## config.mk

```make
export PLATFORM = sky130hd
export DESIGN_NAME = dl11_uart_ctl_flat
export DESIGN_NICKNAME = d
export VERILOG_FILES = /design/src/rtl/dl11_uart_ctl_if.sv /design/src/rtl/dl11_uart_ctl.sv /design/src/flat_wrapper.sv
export SDC_FILE = /design/constraint.sdc
export NUM_CORES = 1
export LEC_CHECK = 0
export ABC_AREA = 1
export CORE_UTILIZATION = 55
export DETAILED_ROUTE_END_ITERATION = 10
export DONT_BUFFER_PORTS = 1
export GPL_ROUTABILITY_DRIVEN = 1
export PLACE_DENSITY_LB_ADDON = 0.15
export SKIP_LAST_GASP = 1
export SYNTH_ARGS = -nofsm -noshare
export SYNTH_HDL_FRONTEND = slang
export SYNTH_SLANG_ARGS = --single-unit
```

## constraint.sdc

```tcl
create_clock -name clk -period 1.44 [get_ports clk]
set_clock_uncertainty 0.2 [all_clocks]
set_input_delay 0.216 -clock clk [delete_from_list [all_inputs] [get_ports clk]]
set_output_delay 0.216 -clock clk [all_outputs]
set_load 0.01 [all_outputs]
```

## src/rtl/dl11_uart_ctl_if.sv

```systemverilog
// ----------------------------------------------------------------------------
// dl11_uart_ctl_if
// Single-clock register bus between a CPU-side master and the DL11 console
// register file.
//   bus_addr     : word select (0=RCSR, 1=RBUF, 2=XCSR, 3=XBUF)
//   bus_rd       : one-cycle read strobe
//   bus_wr       : one-cycle write strobe (word writes only)
//   bus_data_in  : write data
//   bus_data_out : registered read data, valid with bus_ack
//   bus_ack      : one-cycle acknowledge, one cycle after the strobe
// ----------------------------------------------------------------------------
interface dl11_uart_ctl_if;
    logic [1:0]  bus_addr;
    logic        bus_rd;
    logic        bus_wr;
    logic [15:0] bus_data_in;
    logic [15:0] bus_data_out;
    logic        bus_ack;

    modport master (
        output bus_addr, bus_rd, bus_wr, bus_data_in,
        input  bus_data_out, bus_ack
    );

    modport slave (
        input  bus_addr, bus_rd, bus_wr, bus_data_in,
        output bus_data_out, bus_ack
    );
endinterface

```

## src/rtl/dl11_uart_ctl.sv

```systemverilog
// ----------------------------------------------------------------------------
// dl11_uart_ctl
// Host-side controller for a uart: DL11-style console registers (RCSR, RBUF,
// XCSR, XBUF) with ready/done flags, overrun capture and interrupt requests,
// driving the uart parallel load/unload handshake.
// Ports:
//   clk, reset        : system clock, asynchronous active-high reset
//   bus               : register bus (slave side of dl11_uart_ctl_if)
//   rx_irq/rx_irq_ack : receiver interrupt request / acknowledge
//   tx_irq/tx_irq_ack : transmitter interrupt request / acknowledge
//   uart_ld_tx_data   : load request to uart transmitter
//   uart_tx_data      : transmit byte
//   uart_tx_empty     : uart transmitter idle (txclk domain, synchronized here)
//   uart_uld_rx_data  : unload request to uart receiver
//   uart_rx_data      : uart receive byte
//   uart_rx_empty     : uart receiver empty (rxclk domain, synchronized here)
// ----------------------------------------------------------------------------
module dl11_uart_ctl #(
    parameter int unsigned SYNC_STAGES = 2
) (
    input  logic        clk,
    input  logic        reset,
    dl11_uart_ctl_if.slave bus,
    output logic        rx_irq,
    input  logic        rx_irq_ack,
    output logic        tx_irq,
    input  logic        tx_irq_ack,
    output logic        uart_ld_tx_data,
    output logic [7:0]  uart_tx_data,
    input  logic        uart_tx_empty,
    output logic        uart_uld_rx_data,
    input  logic [7:0]  uart_rx_data,
    input  logic        uart_rx_empty
);

    typedef enum logic [1:0] {TX_IDLE, TX_LOAD, TX_WAIT} tx_state_t;
    typedef enum logic       {RX_IDLE, RX_UNLD}          rx_state_t;

    tx_state_t r_tx_state, w_tx_next;
    rx_state_t r_rx_state, w_rx_next;

    logic [SYNC_STAGES-1:0] r_tx_sync;
    logic [SYNC_STAGES-1:0] r_rx_sync;
    logic                   w_tx_empty;
    logic                   w_rx_empty;

    logic        r_rdone, r_rie, r_ovr, r_xrdy, r_tie;
    logic [7:0]  r_rbuf;
    logic [7:0]  r_tx_data;
    logic [15:0] r_data_out;
    logic        r_ack;
    logic        r_rx_irq, r_tx_irq;
    logic        r_rx_cond_d, r_tx_cond_d;

    logic        w_rd, w_wr, w_rbuf_rd, w_tx_start;
    logic        w_tx_done, w_capture, w_ld, w_uld;
    logic        w_rx_cond, w_tx_cond;
    logic [15:0] w_rd_data;
    logic        w_unused_din;

    assign w_unused_din = ^{bus.bus_data_in[15:8], bus.bus_data_in[5:0]};

    // ------------------------------------------------------------------
    // Synchronizers for the uart-domain status lines, preset to idle/empty.
    // ------------------------------------------------------------------
    always_ff @(posedge clk or posedge reset) begin
        if (reset) begin
            r_tx_sync <= '1;
            r_rx_sync <= '1;
        end else begin
            r_tx_sync <= {r_tx_sync[SYNC_STAGES-2:0], uart_tx_empty};
            r_rx_sync <= {r_rx_sync[SYNC_STAGES-2:0], uart_rx_empty};
        end
    end

    assign w_tx_empty = r_tx_sync[SYNC_STAGES-1];
    assign w_rx_empty = r_rx_sync[SYNC_STAGES-1];

    // ------------------------------------------------------------------
    // Bus decode: rd and wr together is a read.
    // ------------------------------------------------------------------
    assign w_rd       = bus.bus_rd;
    assign w_wr       = bus.bus_wr & ~bus.bus_rd;
    assign w_rbuf_rd  = w_rd & (bus.bus_addr == 2'd1);
    assign w_tx_start = w_wr & (bus.bus_addr == 2'd3) & r_xrdy;

    always_comb begin
        w_rd_data = '0;
        case (bus.bus_addr)
            2'd0:    w_rd_data = {8'h00, r_rdone, r_rie, 6'h00};
            2'd1:    w_rd_data = {r_ovr, r_ovr, 6'h00, r_rbuf};
            2'd2:    w_rd_data = {8'h00, r_xrdy, r_tie, 6'h00};
            default: w_rd_data = '0;
        endcase
    end

    always_ff @(posedge clk or posedge reset) begin
        if (reset) begin
            r_ack      <= 1'b0;
            r_data_out <= '0;
        end else begin
            r_ack      <= bus.bus_rd | bus.bus_wr;
            r_data_out <= w_rd ? w_rd_data : '0;
        end
    end

    assign bus.bus_ack      = r_ack;
    assign bus.bus_data_out = r_data_out;

    // ------------------------------------------------------------------
    // TX FSM
    // ------------------------------------------------------------------
    always_ff @(posedge clk or posedge reset) begin
        if (reset) r_tx_state <= TX_IDLE;
        else       r_tx_state <= w_tx_next;
    end

    always_comb begin
        w_tx_next = r_tx_state;
        w_ld      = 1'b0;
        w_tx_done = 1'b0;
        case (r_tx_state)
            TX_IDLE: if (w_tx_start) w_tx_next = TX_LOAD;
            TX_LOAD: begin
                w_ld = 1'b1;
                if (!w_tx_empty) w_tx_next = TX_WAIT;
            end
            TX_WAIT: if (w_tx_empty) begin
                w_tx_next = TX_IDLE;
                w_tx_done = 1'b1;
            end
            default: w_tx_next = TX_IDLE;
        endcase
    end

    assign uart_ld_tx_data = w_ld;

    // ------------------------------------------------------------------
    // RX FSM
    // ------------------------------------------------------------------
    always_ff @(posedge clk or posedge reset) begin
        if (reset) r_rx_state <= RX_IDLE;
        else       r_rx_state <= w_rx_next;
    end

    always_comb begin
        w_rx_next = r_rx_state;
        w_uld     = 1'b0;
        w_capture = 1'b0;
        case (r_rx_state)
            RX_IDLE: if (!w_rx_empty) w_rx_next = RX_UNLD;
            RX_UNLD: begin
                w_uld = 1'b1;
                if (w_rx_empty) begin
                    w_rx_next = RX_IDLE;
                    w_capture = 1'b1;
                end
            end
            default: w_rx_next = RX_IDLE;
        endcase
    end

    assign uart_uld_rx_data = w_uld;

    // ------------------------------------------------------------------
    // Register file state
    // ------------------------------------------------------------------
    always_ff @(posedge clk or posedge reset) begin
        if (reset) begin
            r_rdone   <= 1'b0;
            r_rie     <= 1'b0;
            r_ovr     <= 1'b0;
            r_rbuf    <= '0;
            r_xrdy    <= 1'b1;
            r_tie     <= 1'b0;
            r_tx_data <= '0;
        end else begin
            // A capture coinciding with an RBUF read wins; the read has
            // already consumed the old byte, so no overrun is recorded.
            if (w_capture) begin
                r_rbuf  <= uart_rx_data;
                r_rdone <= 1'b1;
                r_ovr   <= w_rbuf_rd ? 1'b0 : (r_ovr | r_rdone);
            end else if (w_rbuf_rd) begin
                r_rdone <= 1'b0;
                r_ovr   <= 1'b0;
            end

            if (w_wr && bus.bus_addr == 2'd0) r_rie <= bus.bus_data_in[6];
            if (w_wr && bus.bus_addr == 2'd2) r_tie <= bus.bus_data_in[6];

            if (w_tx_done) begin
                r_xrdy <= 1'b1;
            end else if (w_tx_start) begin
                r_xrdy    <= 1'b0;
                r_tx_data <= bus.bus_data_in[7:0];
            end
        end
    end

    assign uart_tx_data = r_tx_data;

    // ------------------------------------------------------------------
    // Interrupts: set on rising edge of (flag & enable), clear on ack or
    // when the condition falls; ack beats a same-cycle set.
    // ------------------------------------------------------------------
    assign w_rx_cond = r_rdone & r_rie;
    assign w_tx_cond = r_xrdy & r_tie;

    always_ff @(posedge clk or posedge reset) begin
        if (reset) begin
            r_rx_cond_d <= 1'b0;
            r_tx_cond_d <= 1'b0;
            r_rx_irq    <= 1'b0;
            r_tx_irq    <= 1'b0;
        end else begin
            r_rx_cond_d <= w_rx_cond;
            r_tx_cond_d <= w_tx_cond;

            if (rx_irq_ack)                     r_rx_irq <= 1'b0;
            else if (w_rx_cond && !r_rx_cond_d) r_rx_irq <= 1'b1;
            else if (!w_rx_cond)                r_rx_irq <= 1'b0;

            if (tx_irq_ack)                     r_tx_irq <= 1'b0;
            else if (w_tx_cond && !r_tx_cond_d) r_tx_irq <= 1'b1;
            else if (!w_tx_cond)                r_tx_irq <= 1'b0;
        end
    end

    assign rx_irq = r_rx_irq;
    assign tx_irq = r_tx_irq;

endmodule

```

## src/flat_wrapper.sv

```systemverilog
// flat-port wrapper written by rule: the top's interface ports become plain ports
module dl11_uart_ctl_flat 
#(
    parameter int unsigned SYNC_STAGES = 2
)
  (clk, reset, rx_irq, rx_irq_ack, tx_irq, tx_irq_ack, uart_ld_tx_data, uart_tx_data, uart_tx_empty, uart_uld_rx_data, uart_rx_data, uart_rx_empty, bus_bus_addr, bus_bus_rd, bus_bus_wr, bus_bus_data_in, bus_bus_data_out, bus_bus_ack);
  dl11_uart_ctl_if bus_i ();
  input  logic clk;
  input  logic reset;
  output logic rx_irq;
  input  logic rx_irq_ack;
  output logic tx_irq;
  input  logic tx_irq_ack;
  output logic uart_ld_tx_data;
  output logic [7:0] uart_tx_data;
  input  logic uart_tx_empty;
  output logic uart_uld_rx_data;
  input  logic [7:0] uart_rx_data;
  input  logic uart_rx_empty;
  input wire logic [$bits(bus_i.bus_addr)-1:0] bus_bus_addr;
  input wire logic [$bits(bus_i.bus_rd)-1:0] bus_bus_rd;
  input wire logic [$bits(bus_i.bus_wr)-1:0] bus_bus_wr;
  input wire logic [$bits(bus_i.bus_data_in)-1:0] bus_bus_data_in;
  output wire logic [$bits(bus_i.bus_data_out)-1:0] bus_bus_data_out;
  output wire logic [$bits(bus_i.bus_ack)-1:0] bus_bus_ack;
  assign bus_i.bus_addr = bus_bus_addr;
  assign bus_i.bus_rd = bus_bus_rd;
  assign bus_i.bus_wr = bus_bus_wr;
  assign bus_i.bus_data_in = bus_bus_data_in;
  assign bus_bus_data_out = bus_i.bus_data_out;
  assign bus_bus_ack = bus_i.bus_ack;
  dl11_uart_ctl #(.SYNC_STAGES(SYNC_STAGES)) u_core (.clk(clk), .reset(reset), .bus(bus_i), .rx_irq(rx_irq), .rx_irq_ack(rx_irq_ack), .tx_irq(tx_irq), .tx_irq_ack(tx_irq_ack), .uart_ld_tx_data(uart_ld_tx_data), .uart_tx_data(uart_tx_data), .uart_tx_empty(uart_tx_empty), .uart_uld_rx_data(uart_uld_rx_data), .uart_rx_data(uart_rx_data), .uart_rx_empty(uart_rx_empty));
endmodule
```

==> results of run 1 <==
layout make-up:
class | instances | share of cell area, %
clock inverter | 1 | 1.500
sequential | 42 | 52.81
multi-input combinational | 97 | 23.63
tap | 31 | 1.938
clock buffer | 7 | 2.250
timing repair buffer | 28 | 13.75
inverter | 22 | 4.125
kinds of logic after synthesis:
family,Yosys count,share of synthesized area [%]
AO/OA/AOI/OAI,15,4.870
buffers and inverters,31,8.828
flip-flops,42,64.31
other,1,0.2281
AND/OR/NAND/NOR,76,21.77
flip-flops by register name (all words and copies together) (netlist names):
| name | flops |
|---|---|
| u_core.tx_irq | 1 |
| u_core.r_tx_sync | 2 |
| u_core.r_rie | 1 |
| u_core.r_tx_state | 2 |
| u_core.r_ovr | 1 |
| u_core.r_rx_cond_d | 1 |
| u_core.r_rx_state | 1 |
| u_core.r_rx_sync | 2 |
| u_core.bus.bus_data_out | 9 |
| u_core.r_rbuf | 8 |
| u_core.r_tx_cond_d | 1 |
| u_core.rx_irq | 1 |
| u_core.bus.bus_ack | 1 |
| u_core.r_tie | 1 |
| u_core.r_rdone | 1 |
| u_core.r_xrdy | 1 |
| u_core.uart_tx_data | 8 |
metrics by stage:
stage	area, µm²	power [mW]
after detailed placement	1654	2.046
after global routing	2002	3.014
final	2002	2.855
after floorplan	1663	1.961
after global placement	1654	2.022
after CTS	1987	2.859
repair_timing:
item                                   4_1_cts  5_1_grt
setup endpoints to repair                    1       19
pin swaps                                    0        1
gates cloned                                 0        0
buffers inserted                             1        0
endpoints found under the hold margin       78        0
hold buffers                                25        0
resized for setup                            0        5
cells in the final DEF (no fill, tap or decap), types with 2 or more instances in the layout:
master / n
nand2_1: 39
dfrtp_1: 37
dlygate4sd3_1: 24
inv_1: 20
nor2_1: 14
nand4_1: 8
a21oi_1: 8
nand3_1: 7
conb_1: 6
clkbuf_4: 5
dfstp_2: 5
o21ai_0: 4
nand2_2: 3
buf_4: 3
nand3_4: 2
a211oi_1: 2
clkbuf_1: 2
worst paths after layout:
kind	from	to	slack, ns
worst max-delay path	u_core.r_tx_state[1]	uart_ld_tx_data	0.06
worst min-delay path	bus_bus_wr	u_core.r_xrdy	0.06
worst max register to register	u_core.r_xrdy	u_core.uart_tx_data[2]	0.10
worst min register to register	u_core.r_tx_sync[0]	u_core.r_tx_sync[1]	0.17
max in group asynchronous	reset	u_core.uart_tx_data[5]	0.38
min in group asynchronous	reset	u_core.r_rbuf[6]	0.11
power by group through the flow:
| stage | registers, mW | logic [mW] | clock network [mW] |
|---|---|---|---|
| final | 1.68 | 0.441 | 0.736 |
| after global routing | 1.71 | 0.506 | 0.803 |
| after CTS | 1.67 | 0.425 | 0.763 |
| after detailed placement | 1.70 | 0.347 | 0 |
| after global placement | 1.69 | 0.329 | 0 |
| after floorplan | 1.62 | 0.341 | 0 |
per-layer routing:
layer  vias up  routed length (µm)  GRT usage (%)
met3         6                 157          7.143
li1        569                   -              -
met4         0                  56          8.571
met5         -                   0              0
met2        33                1360          30.27
met1       538                1314          26.22
critical path: stages, from the launching register on:
cell and delay, ns:
dfrtp_1 0.40, inv_1 0.07, nand2_1 0.07, inv_2 0.08
==> metrics.md, run 1 <==
| Metric | Value |
|---|---|
| Die height | `56.68 µm` |
| Iter 0 DRT Violations | `57` |
| Clk buf depth | `2` |
| Routed vias | `1146` |
| Worst slew pin tran | `0.6580 ns` |
| Drt first pass iters | `7` |
| Outcome | `complete, but fails checks` |
| Syn_area_per_cell | `9.964 µm²` |
| Top-count cell post-synth | `nand2_1` |
| # setup viols final | `0` |
| Switching Share | `30.93%` |
| Starting Density | `58.61%` |
| Num rows | `19` |
| Clock root cell | `clkbuf_4` |
| Detailed-route wire length | `2.889 mm` |
| Ratio of cells with drive above 1 in the final layout | `11.68%` |
| Dpl ws | `0.03157 ns` |
| Setup WS post-layout | `0.05843 ns` |
| Syn. warnings | `0` |
| Routability cong. | `0.7354` |
| Post-placement cell count | `194` |
| Largest net degree at the start of global routing | `20` |
| Area growth from synthesis to layout | `21.77%` |
| CTS sink cnt | `42` |
| Power Density | `1426 nW/µm²` |
| Hold Path Class | `in2reg` |
| Slew headroom | `55.86%` |
| Worst skew pair latency | `0.35 ns` |
| Antenna violations before repair | `0` |
| Final core utilization | `71.36%` |
| Drt drc | `8` |
| Hold depth | `3` |
| Clock Power Share | `25.8%` |
| Multi-input logic area | `473.0 µm²` |
| Synth area leader | `dfrtp_1` |
| Crit path DAT | `0.97 ns` |
| Most area-consuming cells after synthesis | `dfrtp_1 (56%), nand2_1 (9.1%), dfstp_2 (8.0%), inv_1 (5.0%), nor2_1 (3.4%)` |
| Final hold slack | `0.05765 ns` |
| Area share of the largest cell type after synthesis | `56.32%` |
| Yosys cell types | `19` |
| Psw | `0.8831 mW` |
| Pleak | `1.044 nW` |
| Top cells by instance count after synthesis | `nand2_1 (40), dfrtp_1 (37), inv_1 (22)` |
| Setup total negative slack | `0 ns` |
| Final min period | `1.382 ns` |
| Number of port buffers | `0` |
| Number of global-route vias before repair | `1037` |
| Reg2Reg Depth | `3` |
| Nets | `230` |
| Die Wd | `56.68 µm` |
| Prevailing post-synth register cell | `dfrtp_1` |
| Startpoint types | `flip-flop` |
| Maximum clock rate | `0.7238 GHz` |
| Part of the cycle the worst path needs | `95.94%` |
| Req. time, crit path | `1.02 ns` |
| First-pass GRT wire length | `4.671 mm` |
| Seq pwr share | `58.8%` |
| GRT Util Overall | `20.04%` |
| WS Path Type | `reg2out` |
| Combinational fraction of design power | `15.4%` |
| Final hold violation count | `0` |
| CTS H-tree lvls | `2` |
| Int Power | `1.972 mW` |
| Ys async rst share | `100.0%` |
| Final HPWL DP | `1.823 mm` |
| Crit-path max FO | `2` |
| Final Max Tran Viols | `0` |
| Failing checks | `DRC` |
| TritonCTS clock tree | `done` |
| Detail Route Antenna Nets | `0` |
| Die footprint | `3212 µm²` |
| Core area | `2805 µm²` |
| # fillers | `208` |
| CTS clk-pin slew, worst paths | `0.12 ns` |
| CTS buffer count | `5` |
| Synthesized flop and latch total | `42` |
| Max Cap Viol | `0` |
| Via density | `5.026` |
| RSZ-0062 raised after global routing | `false` |
| Ports | `63` |
| Ant. Diodes | `0` |
| Post-synth EDFFs | `0` |
| Reg area | `1057 µm²` |
| Peak VDD IR | `0.9368 mV` |
| Total gr overflow | `0` |
| Non-filler cells, final | `228` |
| Post-Synthesis Cells | `165` |
| Mapped Area | `1644 µm²` |
| WL/cell | `12.67 µm` |
| Post-synthesis sequential area ratio | `64.31%` |
| CP Capture Type | `output port` |
(Power assumes the default switching activity.)
==> run 2, diff against run 1 <==
--- a/config.mk
+++ b/config.mk
@@ -10,7 +10,7 @@
 export DETAILED_ROUTE_END_ITERATION = 10
 export DONT_BUFFER_PORTS = 1
 export GPL_ROUTABILITY_DRIVEN = 1
-export PLACE_DENSITY_LB_ADDON = 0.15
+export PLACE_DENSITY_LB_ADDON = 0.3
 export SKIP_LAST_GASP = 1
 export SYNTH_ARGS = -nofsm -noshare
 export SYNTH_HDL_FRONTEND = slang
==> run 2 against run 1 <==
Effect of this change: the run still ends with DRC left; die area unchanged; combinational power grew 3%; wire length grew 9.0%; setup slack worse by 0.018 ns; sequential share of layout area down 0.36 points; via count rose by 5.1%; final cell count unchanged; worst hold slack better by 0.018 ns; flip-flop and latch count is the same; fmax decreased by 1.3%; largest power group unchanged; highest routed layer unchanged.
==> metrics.md, run 2 (same netlist as run 1, synthesis figures left out) <==
| Metric | Value |
|---|---|
| Outcome | `complete, but fails checks` |
| Failing checks | `DRC` |
| Num rows | `19` |
| Final Max Tran Viols | `0` |
| # fillers | `214` |
| Psw | `0.8822 mW` |
| Die height | `56.68 µm` |
| RSZ-0062 raised after global routing | `true` |
| Most frequent cells in the layout | `nand2_1 (39), dfrtp_1 (37), dlygate4sd3_1 (24), inv_1 (21), nor2_1 (14)` |
| Combinational fraction of design power | `16.0%` |
| Nets | `230` |
| Drt drc | `10` |
| CTS buffer count | `5` |
| Routed vias | `1205` |
| Antenna violations before repair | `0` |
| CTS sink cnt | `42` |
| Routability cong. | `0.7538` |
| # setup viols final | `0` |
| Ports | `63` |
| Total gr overflow | `0` |
| Number of port buffers | `0` |
| Slowest cell on crit path | `dlygate4sd3_1` |
| Part of the cycle the worst path needs | `97.19%` |
| Via density | `5.285` |
| WS Path Type | `in2reg` |
| Die footprint | `3212 µm²` |
| Int Power | `1.969 mW` |
| Largest net degree at the start of global routing | `43` |
| Ratio of cells with drive above 1 in the final layout | `12.69%` |
| Hold depth | `3` |
| CTS H-tree lvls | `2` |
| Worst r2r src | `u_core.r_tx_sync[1]` |
| Final core utilization | `71.86%` |
| Switching Share | `30.94%` |
| Cells along the critical path | `dlygate4sd3_1 > inv_1 > nor2_2 > nand2_2 > nand2_1 > o21ai_1` |
| Peak VDD IR | `0.7746 mV` |
| CP delay by family, top | `buffers and inverters` |
| Reg2Reg Depth | `4` |
| CTS clk-pin slew, worst paths | `0.12 ns` |
| Hold path endpoint | `u_core.r_xrdy` |
| Iter 0 DRT Violations | `46` |
| Hold Path Class | `in2reg` |
| R2R Setup Slk | `0.14 ns` |
| Crit path DAT | `1.43 ns` |
| Req. time, crit path | `1.47 ns` |
| Pleak | `1.055 nW` |
| Crit-path max FO | `5` |
| Clock Power Share | `25.4%` |
| RR Endpoint | `u_core.uart_tx_data[5]` |
| Worst path max stage delay | `0.60 ns` |
| Starting Density | `58.61%` |
| Ant. Diodes | `0` |
| GRT Util Overall | `22.20%` |
| Die Wd | `56.68 µm` |
| Clock root cell | `clkbuf_4` |
| CP Capture Type | `flip-flop` |
| Commonest non-fill, non-tap cell in the layout | `nand2_1` |
| Final HPWL DP | `1.917 mm` |
| Final hold violation count | `0` |
| Max reg flops | `9` |
| Core area | `2805 µm²` |
| Final min period | `1.400 ns` |
| Max Cap Viol | `0` |
| Drt first pass iters | `7` |
| WL/cell | `13.81 µm` |
| Min-delay src | `bus_bus_wr` |
| TritonCTS clock tree | `done` |
| Maximum clock rate | `0.7145 GHz` |
| Seq pwr share | `58.6%` |
| Number of global-route vias before repair | `1270` |
| Power Density | `1415 nW/µm²` |
| Detail Route Antenna Nets | `0` |
| Worst skew pair latency | `0.35 ns` |
| Detailed-route wire length | `3.148 mm` |
| First-pass GRT wire length | `5.271 mm` |
| Clk buf depth | `2` |
| CP Buf/Inv Count | `2` |
| Startpoint types | `input pin` |
| Area growth from synthesis to layout | `22.60%` |
| Pwr Total | `2.852 mW` |
## run 2: cell count changes in the layout (fill, tap and decap cells not counted)
cell and delta:
inv_1 +1, clkinv_1 -1, clkinv_2 +2, nand2_2 +1, clkbuf_1 -2, buf_4 -2, buf_12 +1
## run 2: area by class of cell
type,count,area (µm²),share of cell area [%]
Timing Repair Buffer,27,280.3,13.90
Multi-Input combinational cell,98,479.2,23.77
Clock inverter,3,40.04,1.986
Sequential cell,42,1057,52.45
Clock buffer,5,37.54,1.862
Inverter,22,82.58,4.097
Tap cell,31,38.79,1.924
## run 2: worst max path at each step
| stage | start | to | slack, ns | cells past startpoint |
|---|---|---|---|---|
| 3_3_place_gp | u_core.r_rx_sync[1] | u_core.r_rbuf[4] | 0.07 | 3 |
| 6_report | bus_bus_addr[0] | u_core.r_ovr | 0.04 | 6 |
| 4_1_cts | bus_bus_addr[0] | u_core.r_rdone | 0.0003 | 6 |
| 3_5_place_dp | u_core.r_rx_sync[1] | u_core.r_rbuf[5] | -0.02 | 3 |
| 5_1_grt | bus_bus_addr[0] | u_core.r_ovr | -0.005 | 6 |
| 2_1_floorplan | reset | u_core.bus.bus_ack | 0.06 | 1 |
## run 2: timing repair
action,4_1_cts,5_1_grt
gates cloned,0,1
buffers inserted,1,0
hold buffers,25,0
hold endpoints to repair,78,0
pin swaps,0,1
endpoints found under the setup margin,4,11
gates resized for setup,1,5
## run 2: routing by layer
metal / track usage (%) / wire (µm)
met1: 22.74 / 1248
met2: 40.99 / 1700
met3: 7.834 / 181
met4: 8.214 / 18
met5: 0 / 0
## run 2: worst min-delay path, stage by stage
cell and delay, ns:
nand2_1 0.14, o21ai_0 0.21, nand2_1 0.05
## run 2: power by group through the flow
stage	logic (mW)	registers, mW	clock network, mW
3_3_place_gp	0.331	1.69	0
2_1_floorplan	0.341	1.62	0
4_1_cts	0.430	1.67	0.746
3_5_place_dp	0.353	1.69	0
5_1_grt	0.525	1.71	0.796
6_report	0.455	1.67	0.724
## run 2: metrics by stage
| step | hold WS [ns] | instances | instance area (µm²) | TNS (ns) | setup WS (ns) |
|---|---|---|---|---|---|
| global route | 0.07466 | 228 | 2016 | -0.004554 | -0.004554 |
| detailed placement | -0.01780 | 193 | 1659 | -0.02404 | -0.01728 |
| CTS | 0.04661 | 227 | 1997 | 0 | 0.0002798 |
| global placement | -0.02244 | 193 | 1659 | 0 | 0.06717 |
| finish | 0.07601 | 228 | 2016 | 0 | 0.04042 |
| floorplan | 0.02048 | 170 | 1663 | 0 | 0.05792 |
